==> src/rtl/i2c_arb_pkg.sv <==
// Shared widths and FSM state encoding for the I2C arbiter.
package i2c_arb_pkg;

   localparam int I2C_ADDR_W = 7;
   localparam int I2C_DATA_W = 8;
   localparam int TIMEOUT_W  = 16;

   typedef enum logic [2:0] {
      IDLE  = 3'd0,
      START = 3'd1,
      BUSY  = 3'd2,
      DONE  = 3'd3,
      ERR   = 3'd4
   } state_t;

endpackage

==> src/rtl/i2c_arbiter_rr.sv <==
// Combinational round-robin picker: searches from last_grant+1 upward,
// wrapping at NUM_REQ-1, and returns the first active request.
module rr_arbiter #(
   parameter int NUM_REQ = 4,
   parameter int IDX_W   = 2
) (
   input  logic [NUM_REQ-1:0] req,
   input  logic [IDX_W-1:0]   last_grant,
   output logic [NUM_REQ-1:0] grant,
   output logic [IDX_W-1:0]   grant_idx,
   output logic               valid
);

   localparam int unsigned N = NUM_REQ;

   always_comb begin
      int unsigned idx;
      logic [IDX_W-1:0] sel;
      grant     = '0;
      grant_idx = '0;
      valid     = 1'b0;
      idx       = 0;
      sel       = '0;
      for (int unsigned i = 1; i <= N; i++) begin
         idx = (32'(last_grant) + i) % N;
         sel = IDX_W'(idx);
         if (!valid && req[sel]) begin
            valid       = 1'b1;
            grant[sel]  = 1'b1;
            grant_idx   = sel;
         end
      end
   end

endmodule

==> src/rtl/i2c_arbiter.sv <==
// Shares one I2C core among NUM_REQ requesters: round-robin grant, start
// handshake on i2c_ready_i, per-wait-state timeout and done/err pulses.
module i2c_arbiter
   import i2c_arb_pkg::*;
#(
   parameter int          NUM_REQ     = 4,
   parameter logic [15:0] TIMEOUT_CYC = 16'hFFFF
) (
   input  logic                    clk,
   input  logic                    rst_n,
   input  logic [NUM_REQ-1:0]      req_i,
   input  logic [7*NUM_REQ-1:0]    addr_i,
   input  logic [8*NUM_REQ-1:0]    data_i,
   output logic [NUM_REQ-1:0]      gnt_o,
   output logic [NUM_REQ-1:0]      done_o,
   output logic [NUM_REQ-1:0]      err_o,
   output logic                    busy_o,
   input  logic                    i2c_ready_i,
   output logic [I2C_ADDR_W-1:0]   i2c_address_o,
   output logic [I2C_DATA_W-1:0]   i2c_data_o,
   output logic                    i2c_start_o
);

   localparam int IDX_W = (NUM_REQ > 1) ? $clog2(NUM_REQ) : 1;

   state_t                 state, state_nxt;
   logic [NUM_REQ-1:0]     gnt, gnt_nxt;
   logic [IDX_W-1:0]       last_grant, last_grant_nxt;
   logic [I2C_ADDR_W-1:0]  addr, addr_nxt;
   logic [I2C_DATA_W-1:0]  data, data_nxt;
   logic                   start, start_nxt;
   logic [TIMEOUT_W-1:0]   cnt, cnt_nxt;

   logic [NUM_REQ-1:0]     pick_onehot;
   logic [IDX_W-1:0]       pick_idx;
   logic                   pick_valid;

   rr_arbiter #(
      .NUM_REQ (NUM_REQ),
      .IDX_W   (IDX_W)
   ) u_rr (
      .req        (req_i),
      .last_grant (last_grant),
      .grant      (pick_onehot),
      .grant_idx  (pick_idx),
      .valid      (pick_valid)
   );

   always_ff @(posedge clk or negedge rst_n) begin
      if (!rst_n) begin
         state      <= IDLE;
         gnt        <= '0;
         last_grant <= IDX_W'(NUM_REQ - 1);
         addr       <= '0;
         data       <= '0;
         start      <= 1'b0;
         cnt        <= '0;
      end else begin
         state      <= state_nxt;
         gnt        <= gnt_nxt;
         last_grant <= last_grant_nxt;
         addr       <= addr_nxt;
         data       <= data_nxt;
         start      <= start_nxt;
         cnt        <= cnt_nxt;
      end
   end

   always_comb begin
      state_nxt      = state;
      gnt_nxt        = gnt;
      last_grant_nxt = last_grant;
      addr_nxt       = addr;
      data_nxt       = data;
      start_nxt      = start;
      cnt_nxt        = cnt;
      case (state)
         IDLE: begin
            if (pick_valid && i2c_ready_i) begin
               state_nxt      = START;
               gnt_nxt        = pick_onehot;
               last_grant_nxt = pick_idx;
               addr_nxt       = addr_i[int'(pick_idx)*I2C_ADDR_W +: I2C_ADDR_W];
               data_nxt       = data_i[int'(pick_idx)*I2C_DATA_W +: I2C_DATA_W];
               start_nxt      = 1'b1;
               cnt_nxt        = '0;
            end
         end
         START: begin
            if (!i2c_ready_i) begin
               state_nxt = BUSY;
               start_nxt = 1'b0;
               cnt_nxt   = '0;
            end else if (cnt == TIMEOUT_CYC) begin
               state_nxt = ERR;
               start_nxt = 1'b0;
               gnt_nxt   = '0;
            end else begin
               cnt_nxt = cnt + 16'd1;
            end
         end
         BUSY: begin
            if (i2c_ready_i) begin
               state_nxt = DONE;
            end else if (cnt == TIMEOUT_CYC) begin
               state_nxt = ERR;
               gnt_nxt   = '0;
            end else begin
               cnt_nxt = cnt + 16'd1;
            end
         end
         DONE: begin
            state_nxt = IDLE;
            gnt_nxt   = '0;
         end
         ERR: begin
            state_nxt = IDLE;
         end
         default: begin
            state_nxt = IDLE;
            gnt_nxt   = '0;
            start_nxt = 1'b0;
         end
      endcase
   end

   // last_grant always holds the current winner, so ERR can still name it
   // after gnt has been cleared.
   assign gnt_o         = gnt;
   assign done_o        = (state == DONE) ? gnt : '0;
   assign err_o         = (state == ERR) ? (NUM_REQ'(1) << last_grant) : '0;
   assign busy_o        = (state != IDLE);
   assign i2c_address_o = addr;
   assign i2c_data_o    = data;
   assign i2c_start_o   = start;

endmodule

==> config.mk <==
export PLATFORM = sky130hd
export DESIGN_NAME = i2c_arbiter
export DESIGN_NICKNAME = d
export VERILOG_FILES = /design/src/rtl/i2c_arb_pkg.sv /design/src/rtl/i2c_arbiter_rr.sv /design/src/rtl/i2c_arbiter.sv
export SDC_FILE = /design/constraint.sdc
export NUM_CORES = 1
export LEC_CHECK = 0
export BUFFER_PORTS_ARGS = -buffer_cell sky130_fd_sc_hd__buf_4
export CAP_MARGIN = 15
export CORE_AREA = 4 4 103 86
export CTS_CLUSTER_DIAMETER = 60
export CTS_CLUSTER_SIZE = 40
export DETAILED_ROUTE_END_ITERATION = 8
export DIE_AREA = 0 0 107 90
export GPL_TIMING_DRIVEN = 1
export PLACE_DENSITY = 0.65
export SETUP_SLACK_MARGIN = 0.15
export SLEW_MARGIN = 30
export SYNTH_ARGS = -nofsm -noshare
export SYNTH_HDL_FRONTEND = slang
export SYNTH_SLANG_ARGS = --single-unit
==> constraint.sdc <==
create_clock -name clk -period 10 [get_ports clk]
set_input_delay 1 -clock clk [delete_from_list [all_inputs] [get_ports clk]]
set_output_delay 1 -clock clk [all_outputs]
set_load 0.05 [all_outputs]
# [Word-level counts from Yosys, hierarchy flattened]
# Cells that the tools add are included.
[word_totals] ff_bits=41 inputBits=67 output_inout_bits=29 wordCells=106
[op_classes] n_addsub=5 mul=1 order_cmp=8 n_eq_ne=9 n_shift=3 n_mux=49 bitwise_logic=5 n_reduce_logical=19
[ops] operator="2-to-1 mux 16 bit" count=4
[ops] operator="case mux 16 bit (3 select lines)" count=1
[ops] operator="2-to-1 mux 4 bit" count=10
[ops] operator="variable part select 32 x 6 -> 8 bit" count=1
[ops] operator="variable part select 28 x 6 -> 7 bit" count=1
[ops] operator="adder 16 x 1 -> 16 bit (second input constant)" count=1
[ops] operator="== test 16 bit (second input constant)" count=1
[ops] operator="case mux 4 bit (4 select lines)" count=1
[ops] operator="2-to-1 mux 1 bit" count=15
[ops] operator="< comparator 2 x 3 -> 1 bit (second input constant)" count=4
[ops] operator="2-to-1 mux 3 bit" count=4
[ops] operator="OR 4 bit" count=3
[ops] operator="case mux 3 bit (3 select lines)" count=1
[ops] operator="binary-select mux 1 bit (select 2 bit)" count=4
[ops] operator="demux 1 bit (select 2 bit)" count=4
[ops] operator=">= comparator 2 x 1 -> 1 bit (second input constant)" count=4
[ops] operator="logical AND 1 bit" count=8
[ops] operator="2-to-1 mux 2 bit" count=4
[ops] operator="== test 3 x 2 -> 1 bit (second input constant)" count=2
[ops] operator="inequality test 2 bit (second input constant)" count=3
[ops] operator="AND reduction 3 bit" count=2
[ops] operator="nonzero test 3 bit" count=2
[ops] operator="multiplier 2 x 3 -> 5 bit (second input constant)" count=1
[ops] operator="adder 2 x 1 -> 2 bit (second input constant)" count=2
[ops] operator="other kinds (12)" count=16

# [Logic depth before layout (Yosys ltp)]
# Gate-level depths: netlist of run 1.
[depth] ltp_word=16 ltp_mapped=12 depth_no_buf=8

# [Cells and area by module]
# From an unflattened synthesis of run 1, not the netlist that was laid out.
[unflattened] hier_cells=306 hier_area_um2=3114.2
[by_module_without_submodules] mod="i2c_arbiter" instances=1 cells_per_inst=220 area_each_um2=2484.9 seq_area_each_um2=1028.5
[by_module_without_submodules] mod="rr_arbiter" instances=1 cells_per_inst=86 area_each_um2=629.4 seq_area_each_um2=0.0

# [Least setup slack after synthesis of run 1]
# OpenSTA, ideal clock, no wires.
[synth_timing] path_type="reg-to-reg" from="register last_grant[0]" to="register cnt[9]" setup_time_ns=0.132 t_arrival_ns=3.029 t_required_ns=9.868 slack_ns=6.839 stages_incl_launch_ff=12 n_path_buf=3 period_less_slack_ns=3.161 path_cell_list="dfstp_2 buf_4 inv_1 ha_1 buf_6 mux4_2 or4_4 o221ai_2 buf_6 nor4_1 xnor2_1 nor2_1"
[synth_between] elab_chain_len=16 word_cells_on_any_way=25 cone_classes="4 x add/sub; 1 x eq/ne; 12 x mux; 8 x reduce/logical"
[synth_rtl] element="start: declaration" line_no="i2c_arbiter.sv:28" source="logic [IDX_W-1:0] last_grant, last_grant_nxt;"
[synth_rtl] element="start signal: assignment" line_no="i2c_arbiter.sv:53" source="last_grant <= IDX_W'(NUM_REQ - 1);"
[synth_rtl] element="start signal: assignment" line_no="i2c_arbiter.sv:61" source="last_grant <= last_grant_nxt;"
[synth_rtl] element="adder 2 x 1 -> 2 bit" line_no="i2c_arbiter_rr.sv:25" source="idx = (32'(last_grant) + i) % N;"
[synth_rtl] element="binary-select mux 1 bit (select 2 bit)" line_no="i2c_arbiter_rr.sv:27" source="if (!valid && req[sel]) begin"
[synth_rtl] element="2-to-1 mux 1 bit (not written as such)" line_no="i2c_arbiter_rr.sv:27"
[synth_rtl] element="2-to-1 mux 1 bit" line_no="i2c_arbiter_rr.sv:27"
[synth_rtl] element="logical NOT 1 bit" line_no="i2c_arbiter_rr.sv:27"
[synth_rtl] element="logical AND 1 bit" line_no="i2c_arbiter_rr.sv:27"
[synth_rtl] element="2-to-1 mux 1 bit" line_no="i2c_arbiter_rr.sv:27"
[synth_rtl] element="logical NOT 1 bit" line_no="i2c_arbiter_rr.sv:27"
[synth_rtl] element="logical AND 1 bit" line_no="i2c_arbiter_rr.sv:27"
[synth_rtl] element="2-to-1 mux 1 bit" line_no="i2c_arbiter_rr.sv:27"
[synth_rtl] element="logical NOT 1 bit" line_no="i2c_arbiter_rr.sv:27"
[synth_rtl] element="logical AND 1 bit" line_no="i2c_arbiter_rr.sv:27"
[synth_rtl] element="2-to-1 mux 1 bit *" line_no="i2c_arbiter_rr.sv:27"
[synth_rtl] element="logical AND 1 bit *" line_no="i2c_arbiter.sv:79" source="if (pick_valid && i2c_ready_i) begin"
[synth_rtl] element="inequality test 2 bit (no line) *"
[synth_rtl] element="AND reduction 3 bit (no line) *"
[synth_rtl] element="end signal: assignment" line_no="i2c_arbiter.sv:65" source="cnt <= cnt_nxt;"
[synth_rtl] element="end: declaration" line_no="i2c_arbiter.sv:32" source="logic [TIMEOUT_W-1:0] cnt, cnt_nxt;"
# Mark *: on every way between the ends. The rest lies on a longest branch, timed or not. The select of a mux whose other input is x is not followed.
# A chain may end at the register's enable or synchronous reset.

# [Final worst setup path of run 1]
[layout_timing] from="register last_grant[0]" to="register addr[1] (netlist: i2c_address_o[1])"
[layout_between] elab_chain_len=15 word_cells_on_any_way=30 cone_classes="4 x add/sub; 1 x mul; 1 x shift; 16 x mux; 8 x reduce/logical"
[layout_rtl] element="adder 2 x 1 -> 2 bit" line_no="i2c_arbiter_rr.sv:25"
[layout_rtl] element="binary-select mux 1 bit (select 2 bit)" line_no="i2c_arbiter_rr.sv:27"
[layout_rtl] element="2-to-1 mux 1 bit (not written as such)" line_no="i2c_arbiter_rr.sv:27"
[layout_rtl] element="2-to-1 mux 1 bit" line_no="i2c_arbiter_rr.sv:27"
[layout_rtl] element="logical NOT 1 bit" line_no="i2c_arbiter_rr.sv:27"
[layout_rtl] element="logical AND 1 bit" line_no="i2c_arbiter_rr.sv:27"
[layout_rtl] element="2-to-1 mux 1 bit" line_no="i2c_arbiter_rr.sv:27"
[layout_rtl] element="logical NOT 1 bit" line_no="i2c_arbiter_rr.sv:27"
[layout_rtl] element="logical AND 1 bit" line_no="i2c_arbiter_rr.sv:27"
[layout_rtl] element="2-to-1 mux 1 bit" line_no="i2c_arbiter_rr.sv:27"
[layout_rtl] element="logical NOT 1 bit" line_no="i2c_arbiter_rr.sv:27"
[layout_rtl] element="logical AND 1 bit" line_no="i2c_arbiter_rr.sv:27"
[layout_rtl] element="2-to-1 mux 2 bit or 2-to-1 mux 1 bit (tied branches)" line_no="i2c_arbiter_rr.sv:27"
[layout_rtl] element="multiplier 2 x 3 -> 5 bit or logical AND 1 bit (tied branches)" line_no="i2c_arbiter.sv:83, i2c_arbiter.sv:79"
[layout_rtl] element="variable part select 28 x 6 -> 7 bit or AND reduction 2 bit (tied branches)"
[layout_rtl] element="end signal: assignment" line_no="i2c_arbiter.sv:62" source="addr <= addr_nxt;"
[layout_rtl] element="end: declaration" line_no="i2c_arbiter.sv:29" source="logic [I2C_ADDR_W-1:0] addr, addr_nxt;"
# Parallel ways exist; a longest one is shown, timed or not. The select of a mux whose other input is x is not followed.

==> results of run 1 <==
flip-flops by register name (all words and copies together), names as in the netlist:
register and cells:
cnt 16, gnt_o 4, i2c_address_o 7, i2c_data_o 8
i2c_start_o 1, last_grant 2, state 3
worst max-delay path: stages (launching register included):
cell and delay [ns]:
sky130_fd_sc_hd__dfstp_2 0.75, sky130_fd_sc_hd__inv_1 0.19, sky130_fd_sc_hd__ha_1 0.52, sky130_fd_sc_hd__mux4_2 0.72, sky130_fd_sc_hd__a2111oi_4 0.70, sky130_fd_sc_hd__or2_1 0.61, sky130_fd_sc_hd__nor2b_1 0.27, sky130_fd_sc_hd__a221oi_1 0.11
cell usage in the layout (no fill, tap or decap), types with 3 or more instances in the layout:
master                     count
sky130_fd_sc_hd__xnor2_1       4
sky130_fd_sc_hd__nor3_1        7
sky130_fd_sc_hd__a221oi_1     18
sky130_fd_sc_hd__nand2b_1      5
sky130_fd_sc_hd__nand3_1       9
sky130_fd_sc_hd__buf_4        98
sky130_fd_sc_hd__nand4_1       3
sky130_fd_sc_hd__clkbuf_8      6
sky130_fd_sc_hd__xor2_1        3
sky130_fd_sc_hd__and3_1       22
sky130_fd_sc_hd__dfrtp_1      39
sky130_fd_sc_hd__nor2b_1       7
sky130_fd_sc_hd__a211oi_1     15
sky130_fd_sc_hd__a22o_1        3
sky130_fd_sc_hd__o21ai_0      24
sky130_fd_sc_hd__mux2i_1       6
sky130_fd_sc_hd__and2_1        3
sky130_fd_sc_hd__a21oi_1      10
sky130_fd_sc_hd__nor4_1        4
sky130_fd_sc_hd__mux4_2        4
sky130_fd_sc_hd__ha_1          9
sky130_fd_sc_hd__nand2_1      41
sky130_fd_sc_hd__a22oi_1       5
sky130_fd_sc_hd__inv_1         8
sky130_fd_sc_hd__o31ai_1      16
sky130_fd_sc_hd__nor2_1       22
routing by layer:
metal | vias up | track usage | share of wire
li1 | 1479 | - | -
met1 | 1374 | 0.287 | 0.50
met2 | 80 | 0.260 | 0.43
met3 | 12 | 0.0430 | 0.061
met4 | 0 | 0.0447 | 0.012
met5 | - | 0 | 0
final timing paths:
path                       slack [ns]  depth (start not counted)          start               end
max in group asynchronous        8.93                          1          rst_n     last_grant[0]
hold reg to reg                  0.48                          2  i2c_data_o[1]     i2c_data_o[1]
hold / removal                   0.48                          2  i2c_data_o[1]     i2c_data_o[1]
setup reg to reg                 5.98                          7  last_grant[0]  i2c_address_o[1]
setup / recovery                 5.98                          7  last_grant[0]  i2c_address_o[1]
min in group asynchronous        0.69                          1          rst_n           cnt[12]
area by class of cell:
class	count	area share
clock buffers	7	0.0222
inverters	8	0.00770
multi-input cells	274	0.483
flip-flops and latches	41	0.264
well taps	108	0.0347
repair buffers	98	0.189
per-stage QoR:
| stage | worst slack (ns) | std cells | cell area (sq um) | power [W] |
|---|---|---|---|---|
| 6_report | 5.98 | 536 | 3900 | 0.00121 |
| 2_1_floorplan | 6.84 | 347 | 3060 | 0.000906 |
| 4_1_cts | 5.95 | 536 | 3890 | 0.00121 |
| 3_3_place_gp | 6.02 | 529 | 3810 | 0.00109 |
| 3_5_place_dp | 5.96 | 529 | 3810 | 0.00110 |
| 5_1_grt | 5.63 | 536 | 3900 | 0.00131 |
where the power goes:
part	internal [W]	switching [W]	total [W]
clock	0.0000549	0.0000573	0.000112
combinational	0.000292	0.000537	0.000829
sequential	0.000220	0.0000507	0.000270
cells by family after synthesis:
family          count (synthesis)  share of synthesized area
compound gates                113                      0.280
xor+xnor                        7                     0.0200
simple gates                  133                      0.220
flops                          41                      0.336
mux                            12                     0.0564
fa+ha+maj                       9                     0.0368
buf+inv                        32                     0.0510
==> run metrics, run 1 <==
result of the run finished clean; achievable frequency 249 MHz; Avg Synthesized Cell Area 8.83 sq um; share of post-route cells with drive strength above 1 0.283; initial core utilization 0.395; die span in x 107 um; die area 0.00963 sq mm; type of element launching the critical path flip-flop; total area of sequential cells 0.00103 sq mm; per-cell via count in the routed design 5.49; final layout net count 504; signal arrival time at the worst endpoint 4.17 ns; category of the critical setup timing path flip-flop to flip-flop; ys async rst share 1.00; post-DR wirelength/cell 16.6 um; Crit path required time 10.15 ns; Clock Skew 0.00731 ns; vias 2945; remaining number of nets flagged by the antenna check after routing 0; drc violations 0; biggest area contributors in the synthesized netlist sky130_fd_sc_hd__dfrtp_1, sky130_fd_sc_hd__a221oi_1, sky130_fd_sc_hd__nand2_1, sky130_fd_sc_hd__and3_1, sky130_fd_sc_hd__o21ai_0; Final setup viols 0; Slew HR 0.402; category of the worst setup path capture point flip-flop; number of hold violations in the final report 0; latest clock arrival within the worst-skew pair 0.29 ns; max-cap violation count 0; clock buffer count from CTS 5; die outline height 90 um; Distinct cells, synth 56; path category of the worst min-delay check flip-flop to flip-flop; total global routing track utilization 0.186; initial antenna violation count 0; count of standard-cell rows 29; netlist area before placement 0.00306 sq mm; number of iterations in the first detailed-routing pass 4; largest voltage drop on the vdd net 155 uV; synthesis-to-finish area growth 27.2%; clock transition at the registers of the reported paths 0.08 ns; worst-case hold slack 0.483 ns; Power per Cell Area 311 mW/mm^2; most frequent cell after synthesis sky130_fd_sc_hd__nand2_1; leftover overflow at the end of global routing 0; post-synth top area share 0.318; Post CTS Setup Buffer Count 0; I/O pin count 96; standby leakage power 1.74 nW; final max-slew violation count 0; setup total negative slack 0 ns; gate count after technology mapping 347; register bit count reported by yosys 41; Final Util 0.502; HPWL after detailed placement 6460 um; wire length of the first global-routing pass 14800 um; final WL 8870 um; Yosys Warn Count 0; part of the cycle the worst path needs 0.402; EDFF count, synth 0; number of buffers inserted for hold repair after clock tree synthesis 0; largest net degree at the start of global routing 42; Main synth FF type sky130_fd_sc_hd__dfrtp_1; most common library cells after synthesis sky130_fd_sc_hd__nand2_1, sky130_fd_sc_hd__dfrtp_1, sky130_fd_sc_hd__o21ai_0; shortest period the worst path allows 4.02 ns; sequential area share after synthesis 0.336; Final Wtd Congestion 0.841; area taken by multi-input logic gates 0.00188 sq mm; count of antenna diodes in the layout 0; level count of the clock H-tree 2; setup repair after global routing missed its margin no; clock root buffer master sky130_fd_sc_hd__clkbuf_8; CP Max Fanout 16; clock buffer depth 2; Syn Nets 423; Sink Count 41; First DRT Iteration DRCs 217; vias in the first global route 2898; CTS tree built; total of fill cells in the finished design 771; cell type with the highest aggregate area in the netlist sky130_fd_sc_hd__dfrtp_1; actual transition at the worst max-transition pin 0.893 ns; Port Buffer Count 95; number of resized instances in the post-cts repair step 0; placeable core region 0.00776 sq mm
(Power assumes the default switching activity.)
==> run 2: changes to the inputs <==
--- a/config.mk
+++ b/config.mk
@@ -5,15 +5,16 @@
 export SDC_FILE = /design/constraint.sdc
 export NUM_CORES = 1
 export LEC_CHECK = 0
+export ABC_AREA = 1
 export BUFFER_PORTS_ARGS = -buffer_cell sky130_fd_sc_hd__buf_4
 export CAP_MARGIN = 15
-export CORE_AREA = 4 4 103 86
+export CORE_AREA = 4 4 110 91
 export CTS_CLUSTER_DIAMETER = 60
 export CTS_CLUSTER_SIZE = 40
 export DETAILED_ROUTE_END_ITERATION = 8
-export DIE_AREA = 0 0 107 90
+export DIE_AREA = 0 0 114 95
 export GPL_TIMING_DRIVEN = 1
-export PLACE_DENSITY = 0.65
+export PLACE_DENSITY = 0.66
 export SETUP_SLACK_MARGIN = 0.15
 export SLEW_MARGIN = 30
 export SYNTH_ARGS = -nofsm -noshare
==> constraint.sdc (replaced) <==
create_clock -name clk -period 3.33 [get_ports clk]
set_input_delay 0.333 -clock clk [delete_from_list [all_inputs] [get_ports clk]]
set_output_delay 0.333 -clock clk [all_outputs]
set_load 0.05 [all_outputs]
==> run 2 against run 1 <==
Net effect: highest routed layer unchanged; register-to-register slack got worse by 5.5 ns; synthesized cell count increased by 62%; core utilization decreased by 0.33 points; combinational power increased to 3.8 times the previous value; sequential power increased to 3.0 times the previous value; sequential share of layout area decreased by 3.3 points; first-iteration DRC count increased by 19%; critical endpoint is now cnt[1]; via count increased by 29%; die area increased by 12%; clock power increased to 5.1 times the previous value; wire length increased by 12%.
==> run metrics, run 2 <==
result of the run finished clean; initial antenna violation count 0; most common library cells after synthesis sky130_fd_sc_hd__nand2_1, sky130_fd_sc_hd__inv_1, sky130_fd_sc_hd__nand3_1; final WL 9960 um; register bit count reported by yosys 41; number of cells on the critical path 12; post-route standard cell area excluding fillers 0.00445 sq mm; wire length of the first global-routing pass 17000 um; die area 0.0108 sq mm; max-cap violation count 0; Avg Synthesized Cell Area 6.20 sq um; largest net degree at the start of global routing 42; flip-flop count of the largest register after layout 16; setup repair after global routing missed its margin no; shortest period the worst path allows 2.89 ns; category of the critical setup timing path flip-flop to flip-flop; signal arrival time at the worst endpoint 3.04 ns; launch point of the worst path last_grant[0]; drc violations 0; delay of the slowest critical-path stage 0.70 ns; combined buffer and inverter count along the critical path 4; vias in the first global route 3700; achievable frequency 346 MHz; remaining number of nets flagged by the antenna check after routing 0; part of the cycle the worst path needs 0.868; clock transition at the registers of the reported paths 0.06 ns; netlist area before placement 0.00348 sq mm; gate count after technology mapping 562; level count of the clock H-tree 2; CTS tree built; kind of cell adding the most delay to the critical path simple AND/OR/NAND/NOR gates; Post-Place Cell Area 0.00427 sq mm; highest-count cells in the layout ignoring fill and taps sky130_fd_sc_hd__nand2_1, sky130_fd_sc_hd__buf_4, sky130_fd_sc_hd__inv_1; Final setup viols 0; ys async rst share 1.00; clock buffer count from CTS 5; path category of the worst min-delay check input pin to async pin; CP Max Fanout 21; EDFF count, synth 0; count of antenna diodes in the layout 0; synthesis-to-finish area growth 27.7%; highest-delay cell along the critical path sky130_fd_sc_hd__dfstp_2; Port Buffer Count 95; actual transition at the worst max-transition pin 0.539 ns; leftover overflow at the end of global routing 0; most common cell after layout, fill and taps aside sky130_fd_sc_hd__nand2_1; standby leakage power 2.53 nW; Main synth FF type sky130_fd_sc_hd__dfrtp_1; post-synth top area share 0.280; Syn Nets 638; Power per Cell Area 1010 mW/mm^2; Sink Count 41; number of hold violations in the final report 0; Clock Skew 0.00577 ns; final max-slew violation count 0; die outline height 95 um; per-cell via count in the routed design 4.96; total global routing track utilization 0.189; I/O pin count 96; Post CTS Setup Buffer Count 0; placeable core region 0.00892 sq mm; Final Wtd Congestion 0.952; most frequent cell after synthesis sky130_fd_sc_hd__nand2_1; total of fill cells in the finished design 923; total area of sequential cells 0.00103 sq mm; biggest area contributors in the synthesized netlist sky130_fd_sc_hd__dfrtp_1, sky130_fd_sc_hd__nand2_1, sky130_fd_sc_hd__nand3_1, sky130_fd_sc_hd__inv_1, sky130_fd_sc_hd__nor2_1; Crit path required time 3.48 ns; initial core utilization 0.390; worst-case hold slack 0.0299 ns; category of the worst setup path capture point flip-flop; Distinct cells, synth 36; number of cells on the worst reg-to-reg path 12; setup total negative slack 0 ns; HPWL after detailed placement 7750 um; fin worst setup slack 0.439 ns; latest clock arrival within the worst-skew pair 0.28 ns; cell-by-cell listing of the critical path inv_4, ha_1, inv_1, nand3_1, nand2_1, nand4_1, nand3_2, inv_2, o21ai_2, inv_2, nand2_1, o21ai_1; post-DR wirelength/cell 13.0 um; vias 3798; Slew HR 0.640; sequential area share after synthesis 0.295; final layout net count 726; Yosys Warn Count 0; type of element launching the critical path flip-flop; area taken by multi-input logic gates 0.00197 sq mm; clock buffer depth 2; clock root buffer master sky130_fd_sc_hd__clkbuf_16; critical register-to-register path startpoint last_grant[0]; die span in x 114 um; number of iterations in the first detailed-routing pass 5; First DRT Iteration DRCs 258; count of standard-cell rows 31; cell type with the highest aggregate area in the netlist sky130_fd_sc_hd__dfrtp_1; register with the highest flop count cnt; dpl ws 0.416 ns; share of post-route cells with drive strength above 1 0.221; largest voltage drop on the vdd net 441 uV
==> run 2: cell count changes after synthesis, moves of 8 or more <==
| cell | before | now |
|---|---|---|
| sky130_fd_sc_hd__inv_1 | 8 | 90 |
| sky130_fd_sc_hd__nor2_1 | 22 | 34 |
| sky130_fd_sc_hd__o21ai_0 | 24 | 14 |
| sky130_fd_sc_hd__o31ai_1 | 16 | 0 |
| sky130_fd_sc_hd__nand3_1 | 9 | 81 |
| sky130_fd_sc_hd__o21ai_1 | 1 | 10 |
| sky130_fd_sc_hd__a211oi_1 | 15 | 0 |
| sky130_fd_sc_hd__and3_1 | 22 | 0 |
| sky130_fd_sc_hd__inv_2 | 0 | 8 |
| sky130_fd_sc_hd__nand2_1 | 42 | 190 |
| sky130_fd_sc_hd__a221oi_1 | 18 | 0 |
==> run 2: worst paths after layout <==
| kind | endpoint | slack [ns] |
|---|---|---|
| min | cnt[5] | 0.03 |
| min reg2reg | i2c_address_o[4] | 0.50 |
| min in group clk | i2c_address_o[6] | 0.32 |
| max reg2reg | cnt[1] | 0.44 |
| max | cnt[1] | 0.44 |
| max in group asynchronous | last_grant[0] | 2.91 |
==> run 2: through the flow <==
step | util | total power, W | cells
detailed placement | 0.478 | 0.00391 | 758
global placement | 0.478 | 0.00384 | 758
finish | 0.499 | 0.00449 | 766
global route | 0.499 | 0.00494 | 766
CTS | 0.498 | 0.00449 | 766
floorplan | - | 0.00327 | 562
==> run 2: what timing repair did <==
item / 4_1_cts / 5_1_grt
gates resized for setup: 0 / 1
setup endpoints to repair: 0 / 1
hold buffers: 0 / 0
hold endpoints to repair: 0 / 0
==> run 2: layout make-up <==
cell class                 instances  share of cell area
multi-input combinational        402               0.443
sequential                        41               0.231
timing repair buffer             101               0.170
inverter                          99              0.0841
tap                              115              0.0323
clock buffer                       7              0.0321
clock inverter                     1             0.00675
==> run 2: metal layers <==
metal	track usage	vias to the layer above	wire [um]
met5	0	-	0
met4	0.0485	0	187
met2	0.315	144	4620
met1	0.251	1721	4540
li1	-	1915	-
met3	0.0365	18	617
==> run 2: kinds of logic (layout without fill, tap and decap cells) <==
group	Yosys count	count (layout)	share of synthesized area
simple gates	341	341	0.436
buf+inv	119	208	0.142
compound gates	43	43	0.0726
flops	41	41	0.295
fa+ha+maj	9	9	0.0323
xor+xnor	9	9	0.0226
==> run 2: where the power goes <==
part | switching [W] | internal [W] | leakage, nW
clock network | 0.000193 | 0.000375 | 0.0841
logic | 0.00215 | 0.000976 | 1.91
registers | 0.000140 | 0.000658 | 0.536
total | 0.00248 | 0.00201 | 2.53
